## src/rtl/uart_tx_buffer_if.sv

```systemverilog
// Byte-stream interface between the APB/transmitter side and uart_tx_buffer.
// UART_TX_BUF_THRESH_EN adds the thresh/thresh_irq pair.
interface uart_tx_buffer_if #(
    parameter int DEPTH = 16
) ();
    localparam int AW = $clog2(DEPTH);

    logic          wr_en;
    logic [7:0]    wr_data;
    logic          flush;
    logic          clr_overflow;
    logic [7:0]    tx_data;
    logic          start_tx;
    logic          start_tx_re_cfg;
    logic          tx_done;
    logic          full;
    logic          empty;
    logic [AW:0]   count;
    logic          overflow;
    logic          tx_busy;
`ifdef UART_TX_BUF_THRESH_EN
    logic [AW:0]   thresh;
    logic          thresh_irq;
`endif

    modport master (
        output wr_en, wr_data, flush, clr_overflow, start_tx_re_cfg, tx_done,
`ifdef UART_TX_BUF_THRESH_EN
        output thresh,
        input  thresh_irq,
`endif
        input  tx_data, start_tx, full, empty, count, overflow, tx_busy
    );

    modport slave (
        input  wr_en, wr_data, flush, clr_overflow, start_tx_re_cfg, tx_done,
`ifdef UART_TX_BUF_THRESH_EN
        input  thresh,
        output thresh_irq,
`endif
        output tx_data, start_tx, full, empty, count, overflow, tx_busy
    );
endinterface

```

## src/rtl/uart_tx_buffer.sv

```systemverilog
// TX byte FIFO feeding the UART transmitter; holds each byte stable for a whole frame.
// Optional UART_TX_BUF_THRESH_EN adds a registered "FIFO low" interrupt (count <= thresh).
module uart_tx_buffer #(
    parameter int DEPTH = 16
) (
    input  logic               clk,
    input  logic               reset_n,
    uart_tx_buffer_if.slave    bus
);
    localparam int AW = $clog2(DEPTH);

    typedef enum logic [1:0] {IDLE, SEND, WAIT_CLR, WAIT_DONE} state_t;

    state_t         state_q;
    logic [7:0]     mem_q [DEPTH];
    logic [AW-1:0]  wr_ptr_q, wr_ptr_d;
    logic [AW-1:0]  rd_ptr_q, rd_ptr_d;
    logic [AW:0]    count_q, count_d;
    logic           overflow_q, overflow_d;
    logic [7:0]     tx_data_q;
    logic           start_tx_q;
    logic           tx_busy_q;
    logic           full_w, empty_w;
    logic           push, pop, drop;

    assign full_w  = (count_q == (AW+1)'(DEPTH));
    assign empty_w = (count_q == '0);

    // Flush suppresses both push and pop so the cleared FIFO stays empty.
    assign push = bus.wr_en && !full_w && !bus.flush;
    assign drop = bus.wr_en &&  full_w && !bus.flush;
    assign pop  = (state_q == IDLE) && !empty_w && !bus.flush;

    always_comb begin
        wr_ptr_d   = wr_ptr_q;
        rd_ptr_d   = rd_ptr_q;
        count_d    = count_q;
        overflow_d = overflow_q;
        if (bus.flush) begin
            wr_ptr_d = '0;
            rd_ptr_d = '0;
            count_d  = '0;
        end else begin
            if (push) wr_ptr_d = wr_ptr_q + AW'(1);
            if (pop)  rd_ptr_d = rd_ptr_q + AW'(1);
            if (push && !pop)      count_d = count_q + (AW+1)'(1);
            else if (pop && !push) count_d = count_q - (AW+1)'(1);
        end
        if (drop)                  overflow_d = 1'b1;
        else if (bus.clr_overflow) overflow_d = 1'b0;
    end

    always_ff @(posedge clk or negedge reset_n) begin
        if (!reset_n) begin
            wr_ptr_q   <= '0;
            rd_ptr_q   <= '0;
            count_q    <= '0;
            overflow_q <= 1'b0;
        end else begin
            wr_ptr_q   <= wr_ptr_d;
            rd_ptr_q   <= rd_ptr_d;
            count_q    <= count_d;
            overflow_q <= overflow_d;
        end
    end

    always_ff @(posedge clk) begin
        if (push) mem_q[wr_ptr_q] <= bus.wr_data;
    end

    always_ff @(posedge clk or negedge reset_n) begin
        if (!reset_n) begin
            state_q    <= IDLE;
            tx_data_q  <= '0;
            start_tx_q <= 1'b0;
            tx_busy_q  <= 1'b0;
        end else begin
            case (state_q)
                IDLE: begin
                    if (pop) begin
                        tx_data_q  <= mem_q[rd_ptr_q];
                        start_tx_q <= 1'b1;
                        tx_busy_q  <= 1'b1;
                        state_q    <= SEND;
                    end
                end
                SEND: begin
                    if (bus.start_tx_re_cfg) begin
                        start_tx_q <= 1'b0;
                        state_q    <= WAIT_CLR;
                    end
                end
                // Wait out the previous frame's done level before watching for a new one.
                WAIT_CLR: begin
                    if (!bus.tx_done) state_q <= WAIT_DONE;
                end
                WAIT_DONE: begin
                    if (bus.tx_done) begin
                        tx_busy_q <= 1'b0;
                        state_q   <= IDLE;
                    end
                end
                default: begin
                    start_tx_q <= 1'b0;
                    tx_busy_q  <= 1'b0;
                    state_q    <= IDLE;
                end
            endcase
        end
    end

`ifdef UART_TX_BUF_THRESH_EN
    logic thresh_irq_q;

    always_ff @(posedge clk or negedge reset_n) begin
        if (!reset_n) thresh_irq_q <= 1'b0;
        else          thresh_irq_q <= (count_q <= bus.thresh);
    end

    assign bus.thresh_irq = thresh_irq_q;
`endif

    assign bus.tx_data  = tx_data_q;
    assign bus.start_tx = start_tx_q;
    assign bus.full     = full_w;
    assign bus.empty    = empty_w;
    assign bus.count    = count_q;
    assign bus.overflow = overflow_q;
    assign bus.tx_busy  = tx_busy_q;
endmodule

```

## src/flat_wrapper.sv

```systemverilog
// flat-port wrapper written by rule: the top's interface ports become plain ports
module uart_tx_buffer_flat 
#(
    parameter int DEPTH = 16
)
  (clk, reset_n, bus_wr_en, bus_wr_data, bus_flush, bus_clr_overflow, bus_start_tx_re_cfg, bus_tx_done, bus_tx_data, bus_start_tx, bus_full, bus_empty, bus_count, bus_overflow, bus_tx_busy);
  uart_tx_buffer_if #(.DEPTH(DEPTH)) bus_i ();
  input  logic clk;
  input  logic reset_n;
  input wire logic [$bits(bus_i.wr_en)-1:0] bus_wr_en;
  input wire logic [$bits(bus_i.wr_data)-1:0] bus_wr_data;
  input wire logic [$bits(bus_i.flush)-1:0] bus_flush;
  input wire logic [$bits(bus_i.clr_overflow)-1:0] bus_clr_overflow;
  input wire logic [$bits(bus_i.start_tx_re_cfg)-1:0] bus_start_tx_re_cfg;
  input wire logic [$bits(bus_i.tx_done)-1:0] bus_tx_done;
  output wire logic [$bits(bus_i.tx_data)-1:0] bus_tx_data;
  output wire logic [$bits(bus_i.start_tx)-1:0] bus_start_tx;
  output wire logic [$bits(bus_i.full)-1:0] bus_full;
  output wire logic [$bits(bus_i.empty)-1:0] bus_empty;
  output wire logic [$bits(bus_i.count)-1:0] bus_count;
  output wire logic [$bits(bus_i.overflow)-1:0] bus_overflow;
  output wire logic [$bits(bus_i.tx_busy)-1:0] bus_tx_busy;
  assign bus_i.wr_en = bus_wr_en;
  assign bus_i.wr_data = bus_wr_data;
  assign bus_i.flush = bus_flush;
  assign bus_i.clr_overflow = bus_clr_overflow;
  assign bus_i.start_tx_re_cfg = bus_start_tx_re_cfg;
  assign bus_i.tx_done = bus_tx_done;
  assign bus_tx_data = bus_i.tx_data;
  assign bus_start_tx = bus_i.start_tx;
  assign bus_full = bus_i.full;
  assign bus_empty = bus_i.empty;
  assign bus_count = bus_i.count;
  assign bus_overflow = bus_i.overflow;
  assign bus_tx_busy = bus_i.tx_busy;
  uart_tx_buffer #(.DEPTH(DEPTH)) u_core (.clk(clk), .reset_n(reset_n), .bus(bus_i));
endmodule
```

## config.mk

```make
export PLATFORM = sky130hd
export DESIGN_NAME = uart_tx_buffer_flat
export DESIGN_NICKNAME = d
export VERILOG_FILES = /design/src/rtl/uart_tx_buffer_if.sv /design/src/rtl/uart_tx_buffer.sv /design/src/flat_wrapper.sv
export SDC_FILE = /design/constraint.sdc
export NUM_CORES = 1
export LEC_CHECK = 0
export CORE_MARGIN = 2
export CORE_UTILIZATION = 62
export CTS_CLUSTER_DIAMETER = 80
export DETAILED_ROUTE_END_ITERATION = 8
export GPL_ROUTABILITY_DRIVEN = 0
export PLACE_DENSITY = 0.82
export SYNTH_ARGS = -nofsm -noshare
export SYNTH_HDL_FRONTEND = slang
export SYNTH_SLANG_ARGS = --single-unit
```

## constraint.sdc

```tcl
create_clock -name clk -period 4.8 [get_ports clk]
set_input_delay 1.2 -clock clk [delete_from_list [all_inputs] [get_ports clk]]
set_output_delay 1.2 -clock clk [all_outputs]
set_load 0.01 [all_outputs]
```

Word-level counts from Yosys, hierarchy flattened
Memories as Yosys holds them, arrays and structs flattened. A register that Yosys moved wholly into a read port is not among the register bits.
Index checks and enable logic that the tools add are counted.
- register bits: 18
- bits in latches: 0
- memory bits (writable): 128
- bits in read-only memories: 0
- bits of input ports: 15
- output and inout bits: 18
- word-level logic and storage cells: 67
- memories kept: 1
- memories (memory ; words ; bits a word ; rd ports ; clocked after Yosys merged registers in ; wr ports ; RTL line ; RTL):
    u_core.mem_q ; 16 ; 8 ; 1 ; 1 ; 1 ; uart_tx_buffer.sv:15 ; logic [7:0] mem_q [DEPTH];
- add/subtract/negate cells: 4
- $mul: 0
- divide/modulo/power cells: 0
- $lt $le $gt $ge: 0
- eq/ne operators: 8
- shift operators: 0
- mux-type cells: 21
- bitwise logic cells: 0
- reductions and logical operators: 26
- operators by type and width (cell ; count):
    2-to-1 mux 4 bit ; 4
    2-to-1 mux 5 bit ; 3
    nonzero test 2 bit ; 5
    adder 4 x 1 -> 4 bit (second input constant) ; 2
    logical AND 1 bit ; 8
    2-to-1 mux 2 bit ; 4
    case mux 2 bit (4 select lines) ; 1
    2-to-1 mux 1 bit ; 7
    zero test 1 bit ; 6
    != test 2 bit (second input constant) ; 3
    AND reduction 3 bit ; 2
    adder 5 x 1 -> 5 bit (second input constant) ; 1
    equality test 5 bit (second input constant) ; 1
    zero test 5 bit ; 1
    subtractor 5 x 1 -> 5 bit (second input constant) ; 1
    equality test 2 bit (second input constant) ; 2
    case mux 1 bit (2 select lines) ; 2
    AND reduction 4 bit ; 1
    nonzero test 3 bit ; 1
    equality test 2 x 1 -> 1 bit (second input constant) ; 1
    zero test 2 bit ; 1
    != test 2 x 1 -> 1 bit (second input constant) ; 1
    AND reduction 2 bit ; 1

Longest topological paths before layout
Gate-level depths: netlist of run 1.
- word-level depth: 9
- gate-level depth with buffers: 11
- depth with buffers taken out: 11

Least setup slack after synthesis of run 1
Ideal clock, no wire load.
- kind: input port to flip-flop
- start point: input bus_flush
- end point: register u_core.count_q[4] (netlist: u_core.bus.count[4])
- setup time: 74 ps
- arrival: 3166 ps
- required time: 4726 ps
- path slack: 1560 ps
- cell stages on the path: 9
- buffers on the path: 2
- path through: clkbuf_1 clkbuf_1 or3_1 fa_1 a21o_1 a21oi_1 nand3_1 a21o_1 a21oi_2
- longest elaborated chain between the ends: 6
- elaborated cells between the ends (all ways): 10
- classes of those cells: 2 x mux; 8 x reduce/logical
- ends and longest elaborated chain (what ; RTL line ; RTL):
    start, declared ; flat_wrapper.sv:12 ; input wire logic [$bits(bus_i.flush)-1:0] bus_flush;
    zero test 1 bit ; uart_tx_buffer.sv:30, uart_tx_buffer.sv:32 ;
    logical AND 1 bit ; uart_tx_buffer.sv:32 ; assign pop = (state_q == IDLE) && !empty_w && !bus.flush;
    zero test 1 bit ; uart_tx_buffer.sv:46 ; if (push && !pop) count_d = count_q + (AW+1)'(1);
    logical AND 1 bit ; uart_tx_buffer.sv:46 ;
    2-to-1 mux 5 bit ; uart_tx_buffer.sv:46 ;
    2-to-1 mux 5 bit ; uart_tx_buffer.sv:39 ; if (bus.flush) begin
    end signal, assigned ; uart_tx_buffer.sv:62 ; count_q <= count_d;
    end, declared ; uart_tx_buffer.sv:18 ; logic [AW:0] count_q, count_d;
Several ways; a longest one is shown, not always the timed one.
A chain may end at the register's enable or synchronous reset.

Worst setup path in the final report of run 1
- start point: register u_core.count_q[0] (netlist: u_core.bus.count[0])
- end point: output bus_full
- longest elaborated chain between the ends: 1
- ends and longest elaborated chain (what ; RTL line ; RTL):
    equality test 5 bit ; uart_tx_buffer.sv:26 ; assign full_w = (count_q == (AW+1)'(DEPTH));
    end, declared ; flat_wrapper.sv:18 ; output wire logic [$bits(bus_i.full)-1:0] bus_full;
No other way between the ends.

==> impl_results.md, run 1 <==
* Outcome: complete, no violations
* I/O pin total at 33
* Num CTS Buffers at 17
* R2R Path End: u_core.bus.count[4]$_DFFE_PN0P_
* Crit share post-route at 77.4%
* Critical path class: reg2out
* Row count at 37
* Mapped cell area at 0.00638 mm2
* P&R area growth vs syn at 17.0%
* Clk_lat worst skew at 0.53 ns
* Distinct cells, synth at 41
* R2R cell count at 9
* Synth top area share at 60.3%
* Finished Layout Cells at 546
* Element type at the critical path start: flop
* Crit path capture: bus_full
* Vias in the first global route at 3,488
* WL met2 at 6770 um
* Avg Inst Size Synth at 18.0 um2
* Share of layout cells above drive strength 1 at 20.0%
* Commonest non-fill, non-tap cell in the layout: edfxtp_1
* CTS hold repair buffers at 0
* # setup viols final at 0
* CP max stage delay at 0.74 ns
* Worst r2r src: u_core.bus.count[0]$_DFFE_PN0P_
* Post-DR wirelength/cell at 23.0 um
* Synth Flop Type: edfxtp_1
* Detailed Place HPWL at 7770 um
* Placed cell areas at 0.00685 mm2
* RSZ-0062 raised after global routing: false
* Setup Buffers After CTS at 0
* Wl on met1 at 4840 um
* Cells after Synth at 355
* Hold_ws at 0.522 ns
* Final Hold Vio Count at 0
* Synth warnings at 0
* Minimum clock period at 3.71 ns
* Ant diodes at 0
* Max cap viols at 0
* Least-Margin Pin Slew at 1.07 ns
* TritonCTS clock tree: yes
* Die Y at 105 um
* DRT Pass-1 Iters at 5
* Top post-synthesis cells by area: edfxtp_1 60%, mux4_2 11%, dfrtp_1 10%
* Seq/Total Area, Yosys at 70.5%
* Final std cell area, no fill at 0.00746 mm2
* Highest metal used: met4
* Setup TNS Final at 0 ns
* Synth area leader: edfxtp_1
* Max-slew violation count at 0
* Placed instance count at 514
* Post-DRT Antenna Nets at 0
* Initial antenna violation count at 0
* Relative max-transition margin at 28.9%
* Placeable core area at 0.0101 mm2
* CP max-delay cell: or4_1
* Register bit total from synthesis at 154
* Most frequent cells in the layout: 128 x edfxtp_1, 32 x mux4_2, 32 x clkdlybuf4s50_1
* Resize count post-CTS at 0
* Worst-path maximum fanout at 7
* CP Data Required Time at 3.60 ns
* Maximum number of pins on one net before global-route repair at 36
* Critical Path End Type: output port
* Clock-pin slew on the worst setup and hold paths at 0.06 ns
* First-pass GRT wire length at 19,800 um
* Die ar. at 0.0111 mm2
* Maximum root-to-sink buffer count at 2
* Peak VDD IR at 347 uV
* Synth async-reset ratio at 16.9%
* PwrDens at 540 mW/mm2
* P_leak at 2.51 nW
* Die Width at 105 um
* Clock sinks at 154
* CP Data Arrival Time at 2.51 ns
* Initial DRC count at 296
* Metal3 WL at 585 um
* GRT Total Usage at 25.0%
* Via count at 3,338
* Port-buffer cells at 32
* Clk Tree Root Cell: clkbuf_8
* Number of flops mapped to enable cells by yosys at 128
* Drt drc at 0
* Critical Path Start: u_core.bus.count[0]$_DFFE_PN0P_
* Overflow after GRT at 0
* Max frequency at 269 MHz
* Setup Skew at 0.00874 ns
* Syn_nets at 384
* Initial Util at 62.9%
* Vias/cell at 6.11
* Worst hold-check path type: reg2reg
* DRT Wirelength at 12,600 um
* H-tree depth at 4
* CP cell instances: or4_1 > nor2_1 > clkdlybuf4s50_1
* Layout Nets at 426
* R2R Setup Slk at 1.89 ns
-- sequential cells by signal, indices dropped and copies added, names as in the netlist --
register and cells:
u_core.bus.tx_busy 1, u_core.rd_ptr_q 4, u_core.bus.overflow 1, u_core.bus.count 5, u_core.mem_q 128, u_core.state_q 2, u_core.wr_ptr_q 4, u_core.bus.start_tx 1
u_core.bus.tx_data 8
-- where the power goes --
group | total, mW | switching (mW) | internal (mW)
sequential | 1.68 | 0.139 | 1.54
combinational | 0.978 | 0.452 | 0.525
clock | 1.37 | 0.519 | 0.848
total | 4.03 | 1.11 | 2.92
-- how the worst min path moves through the flow --
stage | start | endpoint | slack (ns) | cells after the start
after floorplan | u_core.rd_ptr_q[3]$_DFFE_PN0P_ | u_core.rd_ptr_q[3]$_DFFE_PN0P_ | 0.52 | 2
after global placement | u_core.bus.tx_data[7]$_DFFE_PN0P_ | u_core.bus.tx_data[7]$_DFFE_PN0P_ | 0.48 | 2
after detailed placement | u_core.bus.start_tx$_DFFE_PN0P_ | u_core.bus.start_tx$_DFFE_PN0P_ | 0.50 | 1
after CTS | u_core.bus.tx_data[6]$_DFFE_PN0P_ | u_core.bus.tx_data[6]$_DFFE_PN0P_ | 0.52 | 2
after global routing | u_core.bus.tx_data[6]$_DFFE_PN0P_ | u_core.bus.tx_data[6]$_DFFE_PN0P_ | 0.54 | 2
final | u_core.bus.tx_data[6]$_DFFE_PN0P_ | u_core.bus.tx_data[6]$_DFFE_PN0P_ | 0.52 | 2
-- cell families after synthesis --
logic type	synth area share, %
DFF	70.5
and+or+nand+nor	5.28
muxes	14.8
AOI/OAI and AO/OA	3.69
buffers and inverters	1.77
adders and majority gates	2.86
xor gates and xnor gates	1.10
-- layer usage --
| metal | vias to the layer above | track usage, % |
|---|---|---|
| li1 | 1482 | - |
| met1 | 1716 | 30.5 |
| met2 | 113 | 43.6 |
| met3 | 27 | 4.89 |
| met4 | 0 | 11.1 |
| met5 | - | 0 |
-- area by class of cell --
| class | instances | area [um2] |
|---|---|---|
| Sequential cell | 154 | 4500 |
| Fill cell | 569 | 2680 |
| Multi-Input combinational cell | 176 | 1770 |
| Clock buffer | 18 | 418 |
| Timing Repair Buffer | 40 | 380 |
| Clock inverter | 14 | 195 |
| Tap cell | 136 | 170 |
| Inverter | 8 | 30.0 |
-- per-stage QoR --
step | total power [mW] | setup WS (ns) | util [%]
after global routing | 4.22 | 0.991 | 73.6
after floorplan | 2.37 | 1.56 | -
after detailed placement | 2.69 | 1.15 | 67.5
final | 4.03 | 1.09 | 73.6
after global placement | 2.65 | 1.23 | 67.5
after CTS | 4.06 | 1.05 | 73.6
-- critical path, delay by kind of cell, from the launching register on --
family	cells	cell delay, ns
buf+inv	1	0.57
simple gates	2	0.96
flops	1	0.46
-- synthesized netlist by cell type (all sizes together) (2+ instances only) --
master	n
xnor2	4
a21o	2
inv	8
edfxtp	128
nor3	4
a21oi	7
o21ai	7
mux4	32
clkbuf	7
nand4	2
a22o	2
nand2	23
nor2	22
nand3	4
mux2	2
or3	3
nand2b	6
buf	10
dfrtp	26
o221ai	8
xor2	4
mux2i	20
ha	13
(Power assumes the default switching activity.)
==> run 2, diff against run 1 <==
- CORE_UTILIZATION: 62 -> 54
- PLACE_DENSITY: 0.82 -> 0.76
- clock period: 4.8 -> 3.3 ns (I/O delays scaled with it)
==> impl_results.md, run 2 (synthesis results as in run 1) <==
* RSZ-0062 raised after global routing: false
* Clk Tree Root Cell: clkbuf_16
* Post-DRT Antenna Nets at 0
* Outcome: complete, no violations
* Share of layout cells above drive strength 1 at 22.9%
* Initial Util at 55.6%
* Biggest register: u_core.mem_q
* CP Data Arrival Time at 2.38 ns
* Die Y at 113 um
* Least-Margin Pin Slew at 1.06 ns
* Resize count post-CTS at 0
* Placed instance count at 535
* Initial DRC count at 283
* CP max-delay cell: or4_1
* Hold_ws at 0.500 ns
* P_leak at 2.58 nW
* H-tree depth at 4
* Final Hold Vio Count at 0
* Placeable core area at 0.0115 mm2
* GRT Total Usage at 21.1%
* CP cell instances: or4_1 > nor2_1 > clkdlybuf4s50_1
* Worst hold-check path type: reg2reg
* Finished Layout Cells at 567
* CP max stage delay at 0.75 ns
* R2R Setup Slk at 0.36 ns
* Layout Nets at 440
* Post-DR wirelength/cell at 21.3 um
* Row count at 39
* Clock sinks at 154
* Most frequent cells in the layout: 128 x edfxtp_1, 32 x mux4_2, 32 x clkdlybuf4s50_1
* Maximum number of pins on one net before global-route repair at 36
* Die Width at 113 um
* R2R cell count at 9
* Drt drc at 0
* Setup Skew at 0.0107 ns
* CP Data Required Time at 2.47 ns
* Commonest non-fill, non-tap cell in the layout: edfxtp_1
* DRT Pass-1 Iters at 4
* TritonCTS clock tree: yes
* Initial antenna violation count at 0
* Vias/cell at 5.94
* Setup Buffers After CTS at 0
* Worst-path maximum fanout at 7
* DRT Wirelength at 12,100 um
* PwrDens at 764 mW/mm2
* Clock-pin slew on the worst setup and hold paths at 0.06 ns
* I/O pin total at 33
* Vias in the first global route at 3,524
* Port-buffer cells at 32
* CTS hold repair buffers at 0
* Die ar. at 0.0127 mm2
* Overflow after GRT at 0
* Maximum root-to-sink buffer count at 2
* Relative max-transition margin at 29.4%
* Max-slew violation count at 0
* Cells on Worst Hold Path at 2
* R2R Path End: u_core.bus.count[4]$_DFFE_PN0P_
* Worst r2r src: u_core.bus.count[0]$_DFFE_PN0P_
* P&R area growth vs syn at 18.6%
* Max cap viols at 0
* # setup viols final at 0
* Peak VDD IR at 611 uV
* Critical Path End Type: output port
* Max reg flops at 128
* First-pass GRT wire length at 19,400 um
* Detailed Place HPWL at 7380 um
* Critical path class: reg2out
* Crit path capture: bus_full
* Max frequency at 312 MHz
* Num CTS Buffers at 17
* Critical Path Start: u_core.bus.count[0]$_DFFE_PN0P_
* Element type at the critical path start: flop
* Clk_lat worst skew at 0.42 ns
* Crit share post-route at 97.2%
* Ant diodes at 0
* Setup TNS Final at 0 ns
* Via count at 3,366
* Minimum clock period at 3.21 ns
-- run 2: final cells by class --
type                    count  area (um2)
flip-flops and latches    154        4500
clock buffers              17         425
multi-input cells         176        1770
inverters                   8        30.0
clock inverters            15         165
fillers                   745        3900
well taps                 143         179
repair buffers             54         498
-- run 2: power breakdown --
part / internal [mW] / switching [mW]
registers: 2.25 / 0.128
logic: 0.782 / 0.713
clock network: 1.13 / 0.783
-- run 2: worst min path at each step --
stage,from,endpoint,slack [ns]
after detailed placement,u_core.bus.tx_data[2]$_DFFE_PN0P_,u_core.bus.tx_data[2]$_DFFE_PN0P_,0.48
after global routing,u_core.bus.tx_data[6]$_DFFE_PN0P_,u_core.bus.tx_data[6]$_DFFE_PN0P_,0.53
after global placement,u_core.bus.tx_data[2]$_DFFE_PN0P_,u_core.bus.tx_data[2]$_DFFE_PN0P_,0.48
final,u_core.bus.tx_data[2]$_DFFE_PN0P_,u_core.bus.tx_data[2]$_DFFE_PN0P_,0.50
after CTS,u_core.bus.tx_data[2]$_DFFE_PN0P_,u_core.bus.tx_data[2]$_DFFE_PN0P_,0.50
after floorplan,u_core.rd_ptr_q[3]$_DFFE_PN0P_,u_core.rd_ptr_q[3]$_DFFE_PN0P_,0.52
-- run 2: metrics by stage --
step / cell area (um2) / utilization, % / worst slack, ns / total power, mW
6_report: 7560 / 66.0 / 0.0908 / 5.78
5_1_grt: 7560 / 66.0 / 0.00375 / 6.07
3_5_place_dp: 6970 / 60.8 / 0.0772 / 3.92
3_3_place_gp: 6970 / 60.8 / 0.186 / 3.88
4_1_cts: 7560 / 66.0 / 0.0695 / 5.84
2_1_floorplan: 6380 / - / 0.435 / 3.44
-- run 2: critical path, delay by kind of cell (launching register included) --
kind / cells / cell delay, ns
AND/OR/NAND/NOR: 2 / 0.95
buffers and inverters: 1 / 0.56
flip-flops: 1 / 0.46
-- run 2: metal layers --
layer  wire length [um]  share of wire (%)  GRT usage (%)  vias up
li1                   -                  -              -     1506
met1               4820                 40           27.2     1721
met2               6000                 50           33.6      113
met3                925                7.7           5.51       26
met4                328                2.7           10.2        0
met5                  0                  0              0        -
